===== config.mk =====
export PLATFORM = sky130hd
export DESIGN_NAME = gol_step_scheduler_flat
export DESIGN_NICKNAME = d
export VERILOG_FILES = /design/src/rtl/gol_step_scheduler_pkg.sv /design/src/rtl/gol_step_scheduler_if.sv /design/src/rtl/gol_step_scheduler_gen_timer.sv /design/src/rtl/gol_step_scheduler.sv /design/src/flat_wrapper.sv
export SDC_FILE = /design/constraint.sdc
export NUM_CORES = 1
export LEC_CHECK = 0
export BUFFER_PORTS_ARGS = -buffer_cell sky130_fd_sc_hd__buf_2
export CELL_PAD_IN_SITES_DETAIL_PLACEMENT = 1
export CELL_PAD_IN_SITES_GLOBAL_PLACEMENT = 2
export CORE_ASPECT_RATIO = 1.2
export CORE_MARGIN = 4
export CORE_UTILIZATION = 30
export DETAILED_ROUTE_END_ITERATION = 8
export GPL_TIMING_DRIVEN = 0
export PLACE_DENSITY_LB_ADDON = 0.2
export SYNTH_ARGS = -nofsm -noshare
export SYNTH_HDL_FRONTEND = slang
export SYNTH_SLANG_ARGS = --single-unit

===== constraint.sdc =====
create_clock -name clk -period 2.5 [get_ports clk]
set_clock_uncertainty 0.1 [all_clocks]
set_input_delay 0 -clock clk [delete_from_list [all_inputs] [get_ports clk]]
set_output_delay 0 -clock clk [all_outputs]
set_load 0.1 [all_outputs]

===== src/rtl/gol_step_scheduler_pkg.sv =====
// Shared types and sizing for the Game-of-Life generation scheduler.
`ifndef GRID_SIZE
`define GRID_SIZE 16
`endif

package gol_step_scheduler_pkg;

  localparam int unsigned GRID_SIZE = `GRID_SIZE;
  localparam int unsigned ROW_W     = $clog2(GRID_SIZE);
  localparam int unsigned DIV_W     = 24;
  localparam int unsigned GEN_W     = 16;

  typedef logic [ROW_W-1:0] row_idx_t;

  typedef enum logic [1:0] {
    IDLE,
    COMPUTE,
    COMMIT
  } sched_state_t;

endpackage


===== src/rtl/gol_step_scheduler_if.sv =====
// Row handshake to the next-state engine plus the editor grant handshake.
interface gol_step_scheduler_if;
  import gol_step_scheduler_pkg::*;

  logic     row_valid;
  row_idx_t row_idx;
  logic     row_ready;
  logic     commit;
  logic     edit_req;
  logic     edit_ack;

  modport master (
    output row_valid, row_idx, commit, edit_ack,
    input  row_ready, edit_req
  );

  modport slave (
    input  row_valid, row_idx, commit, edit_ack,
    output row_ready, edit_req
  );

endinterface


===== src/rtl/gol_step_scheduler_gen_timer.sv =====
// Run-mode generation timer: counts up, flags a due tick, holds until the tick is consumed.
module gol_step_scheduler_gen_timer
  import gol_step_scheduler_pkg::*;
(
  input  logic             clk,
  input  logic             reset,
  input  logic             enable,
  input  logic [DIV_W-1:0] period,
  input  logic             consume,
  output logic             tick_due
);

  logic [DIV_W-1:0] count;
  logic [DIV_W-1:0] limit;

  // A period of zero behaves like one: tick due immediately.
  always_comb begin
    limit    = (period == '0) ? '0 : period - DIV_W'(1);
    tick_due = (count >= limit);
  end

  always_ff @(posedge clk or posedge reset) begin
    if (reset) begin
      count <= '0;
    end else if (!enable || consume) begin
      count <= '0;
    end else if (!tick_due) begin
      count <= count + DIV_W'(1);
    end
  end

endmodule


===== src/rtl/gol_step_scheduler.sv =====
// Generation sequencer: run/pause, timed or single-step starts, row-serial engine drive,
// commit pulse and editor arbitration.
module gol_step_scheduler
  import gol_step_scheduler_pkg::*;
(
  input  logic                 clk,
  input  logic                 reset,
  input  logic                 run_toggle,
  input  logic                 step,
  input  logic [DIV_W-1:0]     period,
  gol_step_scheduler_if.master sched_bus,
  output logic                 paused,
  output logic                 busy,
  output logic [GEN_W-1:0]     gen_count
);

  sched_state_t state;
  logic         step_pending;
  logic         tick_due;
  logic         idle;
  logic         start_run;
  logic         start_step;
  logic         grant;
  logic         last_xfer;

  gol_step_scheduler_gen_timer u_timer (
    .clk      (clk),
    .reset    (reset),
    .enable   (!paused),
    .period   (period),
    .consume  (start_run),
    .tick_due (tick_due)
  );

  // A toggle in flight blocks starts and grants so the pause decision settles first.
  always_comb begin
    idle       = (state == IDLE);
    start_run  = idle && !paused && tick_due && !run_toggle;
    start_step = idle && paused && step_pending && !sched_bus.edit_req
                 && !sched_bus.edit_ack && !run_toggle;
    grant      = idle && paused && sched_bus.edit_req && !sched_bus.edit_ack && !run_toggle;
    last_xfer  = sched_bus.row_valid && sched_bus.row_ready
                 && (sched_bus.row_idx == row_idx_t'(GRID_SIZE - 1));
  end

  always_ff @(posedge clk or posedge reset) begin
    if (reset) begin
      state              <= IDLE;
      paused             <= 1'b1;
      step_pending       <= 1'b0;
      busy               <= 1'b0;
      gen_count          <= '0;
      sched_bus.row_valid <= 1'b0;
      sched_bus.row_idx   <= '0;
      sched_bus.commit    <= 1'b0;
      sched_bus.edit_ack  <= 1'b0;
    end else begin
      paused             <= paused ^ run_toggle;
      sched_bus.edit_ack <= grant;
      sched_bus.commit   <= 1'b0;

      if (run_toggle && paused) begin
        step_pending <= 1'b0;
      end else begin
        step_pending <= (step_pending && !start_step) || (step && paused);
      end

      case (state)
        IDLE: begin
          if (start_run || start_step) begin
            state               <= COMPUTE;
            busy                <= 1'b1;
            sched_bus.row_valid <= 1'b1;
            sched_bus.row_idx   <= '0;
          end
        end
        COMPUTE: begin
          if (last_xfer) begin
            state               <= COMMIT;
            sched_bus.row_valid <= 1'b0;
            sched_bus.row_idx   <= '0;
            sched_bus.commit    <= 1'b1;
          end else if (sched_bus.row_valid && sched_bus.row_ready) begin
            sched_bus.row_idx <= sched_bus.row_idx + ROW_W'(1);
          end
        end
        COMMIT: begin
          state     <= IDLE;
          busy      <= 1'b0;
          gen_count <= gen_count + GEN_W'(1);
        end
        default: state <= IDLE;
      endcase
    end
  end

endmodule


===== src/flat_wrapper.sv =====
// flat-port wrapper written by rule: the top's interface ports become plain ports
module gol_step_scheduler_flat import gol_step_scheduler_pkg::*;
  (clk, reset, run_toggle, step, period, paused, busy, gen_count, sched_bus_row_valid, sched_bus_row_idx, sched_bus_commit, sched_bus_edit_ack, sched_bus_row_ready, sched_bus_edit_req);
  gol_step_scheduler_if sched_bus_i ();
  input  logic clk;
  input  logic reset;
  input  logic run_toggle;
  input  logic step;
  input  logic [DIV_W-1:0] period;
  output logic paused;
  output logic busy;
  output logic [GEN_W-1:0] gen_count;
  output wire logic [$bits(sched_bus_i.row_valid)-1:0] sched_bus_row_valid;
  output wire logic [$bits(sched_bus_i.row_idx)-1:0] sched_bus_row_idx;
  output wire logic [$bits(sched_bus_i.commit)-1:0] sched_bus_commit;
  output wire logic [$bits(sched_bus_i.edit_ack)-1:0] sched_bus_edit_ack;
  input wire logic [$bits(sched_bus_i.row_ready)-1:0] sched_bus_row_ready;
  input wire logic [$bits(sched_bus_i.edit_req)-1:0] sched_bus_edit_req;
  assign sched_bus_row_valid = sched_bus_i.row_valid;
  assign sched_bus_row_idx = sched_bus_i.row_idx;
  assign sched_bus_commit = sched_bus_i.commit;
  assign sched_bus_edit_ack = sched_bus_i.edit_ack;
  assign sched_bus_i.row_ready = sched_bus_row_ready;
  assign sched_bus_i.edit_req = sched_bus_edit_req;
  gol_step_scheduler u_core (.clk(clk), .reset(reset), .run_toggle(run_toggle), .step(step), .period(period), .sched_bus(sched_bus_i), .paused(paused), .busy(busy), .gen_count(gen_count));
endmodule

# Word level (Yosys, flattened, before mapping)
# Cells that the tools add are included.
# totals
regBits,52
# classes
bitwise_logic,1
n_reduce_logical,32
n_addsub,4
magnitude_cmp,1
muxes,17
eq_ne,7
# ops
operator,n
$mux W24,3
$add A24 B1 Y24 const B,1
$ge A24 B24 Y1,1
$logic_not A24 Y1,1
$sub A24 B1 Y24 const B,1
$add A16 B1 Y16 const B,1
$logic_and A1 B1 Y1,16
$mux W4,3
$pmux W4 S2,1
$reduce_and A3 Y1,2
$logic_not A1 Y1,5
$mux W1,5
$add A4 B1 Y4 const B,1
$eq A4 B4 Y1 const B,1
$mux W2,2
$ne A2 B2 Y1 const B,2
$pmux W1 S2,2
$pmux W2 S2,1
$reduce_and A2 Y1,2
$reduce_bool A2 Y1,2
$logic_or A1 B1 Y1,3
$ne A3 B1 Y1 const B,1
$eq A2 B1 Y1 const B,1
$eq A2 B2 Y1 const B,1
3 further kinds,3

# Logic depth before layout (Yosys ltp)
# logic_depth
word_depth,10
mapped_depth,15
ltp_nobuf,13

# By module
# From an unflattened synthesis, not the netlist that was laid out.
# unflattened
hier_cells,399
area_unflattened_um2,3580.9
# modules_own_cells
module,area_each_um2,instances,seq_area_each_um2,cells_per_inst
gol_step_scheduler_gen_timer,2297.2,1,600.6,287
gol_step_scheduler,1283.7,1,701.9,112

# Worst setup path before layout
# OpenSTA, ideal clock, no wires.
# synth_path
path_type,in2reg
start,input period[15]
end,register u_core.u_timer.count[14]
arrival_time_ns,3.541
n_path_buf,3
setup_time_ns,0.130
cell_stages,15
required_time_ns,2.270
slack_ns,-1.271
cell_sequence,or4_1 -> or2_2 -> clkbuf_1 -> nor4b_4 -> nand2_1 -> clkbuf_1 -> nand2_1 -> ha_1 -> and4_2 -> nand4_2 -> a2111o_1 -> o211a_1 -> o21ai_4 -> buf_4 -> a21oi_1
# synth_between
elab_chain_cells,7
word_cells_on_any_way,9
# synth_rtl
item,line_no,rtl
from (decl),flat_wrapper.sv:9,input logic [DIV_W-1:0] period;
$sub A24 B1 Y24 or $logic_not A24 Y1 (tied branches),gol_step_scheduler_gen_timer.sv:18,limit = (period == '0) ? '0 : period - DIV_W'(1);
$mux W24 *,gol_step_scheduler_gen_timer.sv:18,
$ge A24 B24 Y1 *,gol_step_scheduler_gen_timer.sv:19,tick_due = (count >= limit);
$logic_and A1 B1 Y1 (2 in series),gol_step_scheduler.sv:38,start_run = idle && !paused && tick_due && !run_toggle;
$logic_or A1 B1 Y1,gol_step_scheduler_gen_timer.sv:25,end else if (!enable || consume) begin
$ne A2 B2 Y1 (no source line) or $mux W24 (tied branches),-,
to (signal assigned),gol_step_scheduler_gen_timer.sv:28,count <= count + DIV_W'(1);
to (decl),gol_step_scheduler_gen_timer.sv:13,logic [DIV_W-1:0] count;
# Mark *: on every way between the ends. The rest lies on a longest branch, timed or not.
# A chain may end at the register's enable or synchronous reset.

# Worst setup path in the final report
# layout_path
start,input period[14]
end,register u_core.u_timer.count[20]
# Same word-level chain as after synthesis.

==> results.cfg <==
[setup_path]
critPathRequiredTime_ns = 2.56
worstReg2RegEnd = u_core.u_timer.count[20]
crit_buf_inv = 4
worst_ep_arrival_time_ns = 3.55
slowest_stage = sky130_fd_sc_hd__a2111o_2
worstSetupPathDepth = 16
path_class = input pin to register
r2r_slack_ns = -0.24
worst_setup_path_start_kind = input pin
cpPeakStageDelay_ns = 0.57
cp-end-kind = register
regToRegStartpoint = u_core.u_timer.count[21]
top_family_by_delay_on_critical_path = simple AND/OR/NAND/NOR gates
critical_path.max_fanout = 7
rr_worst_depth = 8
worst_setup_path_startpoint = period[14]
crit_chain = buf_8 -> or4_4 -> or2_4 -> nor4b_4 -> buf_4 -> nand2_4 -> buf_8 -> nand2_4 -> ha_4 -> and4_4 -> nand4_4 -> a2111o_2 -> o211ai_4 -> clkbuf_16 -> mux2i_1 -> nor4_1

[drt]
wire_per_inst_um = 16.8
routed_wl_um = 11200
drtIter0Drc = 107
vias_per_cell = 5.19
number_of_drc_violations_after_detailed_routing = 0
first_pass_iters = 4
drt.antenna.violating_nets = 0
detailroute.via_count = 3451

[worst_hold_path]
hold_class = input pin to asynchronous set/reset pin

[synthesis]
synth_cell_type_count = 54
synth_area_per_cell_sq_um = 9.14
yosys.area.top_type = sky130_fd_sc_hd__dfrtp_1
synth.cells.most_frequent = sky130_fd_sc_hd__nand2_1, sky130_fd_sc_hd__dfrtp_1, sky130_fd_sc_hd__ha_1
synth.net_count = 458
seq_area_frac_synth_pct = 35.8
synth_top_flop_cell = sky130_fd_sc_hd__dfrtp_1
synth_top_cells_by_area = sky130_fd_sc_hd__dfrtp_1, sky130_fd_sc_hd__ha_1, sky130_fd_sc_hd__nand2_1
postSynthRegisterBits = 52
synth-async-reset-ratio_pct = 100
synth_edf_count = 0
netlist_area_sq_um = 3640
synth_cells = 398
synth-warning-count = 0
post-synth-top-count-cell = sky130_fd_sc_hd__nand2_1
synth_largest_type_area_fraction_pct = 35.1

[layout]
antenna_cells = 0
layout.filler_cells = 1333
final_layout_size_suffix_gt1_share_pct = 40.4
area_added_between_synthesis_and_finish_pct = 47.1
finalNonFillerCells = 665
utilization_pct = 45.6
stdcell_area_sq_um = 5350
finish.net_count = 567

[sta]
timing_worst_slew_pin_value_ns = 0.678
timing.final.setup_violations = 31
final_critical_path_setup_slack_ns = -0.995
setup_total_negative_slack_ns = -27.85
hold_slack_ns = 0.210
timing_hold_violations_final = 0
relSlewSlack_pct = 54.4
clock.fmax_mhz = 286
setup_repair_after_global_routing_missed_its_margin = yes
layout_worst_path_cycle_share_pct = 140
drv_slew = 0
fin_crit_period_ns = 3.49

[clock_network]
worst_setup_hold_path_clk_slew_ns = 0.07
htree_levels = 2
clock_tree.root_cell = sky130_fd_sc_hd__clkbuf_16
clk_latency_ns = 0.29
tritoncts.num_buffers = 5
clock_sinks = 52
cts_tree = yes
clock_tree.buffer_depth = 2

[global_route]
grtUsageMet1_pct = 19.8
grt.busiest_layer = met2
number_of_global_route_vias_before_repair = 3689
grt_start_max_net_pins = 29
grt.met2_usage_pct = 29.4
grt_pass1_wl_um = 18300
global_route.usage.total_pct = 16.2
global_route.overflow_total = 0
met3_usage_pct = 2.31
grt_antenna_before_repair = 0

[flow_run]
maxCapViolations = 0

[status]
outcome = finished with violations
violations = negative setup slack

[floorplan]
rows = 43
die-area_sq_um = 14000
die_outline_width_um = 109
pin_count = 55
floorplan.die.height_um = 129
initial_util_pct = 31.0
placeable_core_area_sq_um = 11700

[placed_design]
hpwlAfterDp_um = 7670
portBuffers = 54
post_place_instance_area_sq_um = 4230
dpl.cell_count = 610
detailedPlace.worstSlack_ns = -1.63
finalWeightedCongestion = 0.772

[power]
ratio_of_total_power_to_cell_area_nw_per_um2 = 580
peakVddDrop_mv = 0.874
leakagePower_nw = 2.31
design_power_total_mw = 3.11
-- logic make-up after synthesis --
group                      count (synthesis)  synth area share, %
and+or+nand+nor                          179                 25.6
DFF                                       52                 35.8
xor gates and xnor gates                  36                 8.67
AOI/OAI and AO/OA                         77                 15.8
muxes                                      5                 1.38
buffers and inverters                     19                 2.51
adders and majority gates                 30                 10.3
-- where the power goes --
group	internal, mW	switching (mW)
logic	0.399	0.871
clock network	0.471	0.322
registers	0.942	0.100
total	1.81	1.29
-- layout make-up --
class,instances,area [sq um],share of cell area (%)
well taps,157,196,3.67
plain buffers,9,82.6,1.54
multi-input cells,328,2810,52.5
flip-flops and latches,52,1300,24.3
clock buffers,5,125,2.34
inverters,9,33.8,0.631
clock inverters,3,42.5,0.795
repair buffers,102,757,14.1
-- repair_timing --
item,in CTS,in global routing
cloned,2,1
endpoints found under the setup margin,31,31
pin swaps,32,38
hold endpoints to repair,28,0
setup buffers,32,8
resized for setup,48,66
hold buffers,5,0
-- state kept, by name, indices dropped and copies added (netlist names) --
| signal | flops |
|---|---|
| u_core.paused | 1 |
| u_core.sched_bus.row_valid | 1 |
| u_core.sched_bus.commit | 1 |
| u_core.step_pending | 1 |
| u_core.u_timer.count | 24 |
| u_core.busy | 1 |
| u_core.sched_bus.edit_ack | 1 |
| u_core.gen_count | 16 |
| u_core.state | 2 |
| u_core.sched_bus.row_idx | 4 |
-- cells in the final DEF, fill, tap and decap left out, types with 13 or more instances in the layout --
master                    instances
sky130_fd_sc_hd__a21oi_2         13
sky130_fd_sc_hd__dfrtp_1         51
sky130_fd_sc_hd__nand3_1         15
sky130_fd_sc_hd__a21oi_1         18
sky130_fd_sc_hd__buf_6           19
sky130_fd_sc_hd__nor2_1          21
sky130_fd_sc_hd__nand2_1         41
sky130_fd_sc_hd__ha_1            18
sky130_fd_sc_hd__buf_4           24
sky130_fd_sc_hd__buf_2           52
sky130_fd_sc_hd__xor2_1          17
sky130_fd_sc_hd__xnor2_1         17
-- routing by layer --
layer | routed length (um) | up-vias
met3 | 352 | 16
li1 | - | 1684
met1 | 4770 | 1683
met5 | 0 | -
met4 | 212 | 0
met2 | 5820 | 68
-- worst max path at each step --
| stage | end | slack, ns |
|---|---|---|
| floorplan | u_core.u_timer.count[7] | -1.10 |
| CTS | u_core.u_timer.count[7] | -0.99 |
| global placement | u_core.u_timer.count[7] | -1.60 |
| detailed placement | u_core.u_timer.count[7] | -1.63 |
| global route | u_core.u_timer.count[12] | -1.12 |
| finish | u_core.u_timer.count[20] | -0.99 |
-- tightest hold or removal path, stage by stage --
cell and delay, ns:
sky130_fd_sc_hd__dlygate4sd3_1 0.53, sky130_fd_sc_hd__buf_2 0.12, sky130_fd_sc_hd__inv_2 0.42
No activity file was read; power rests on OpenSTA's default activity.
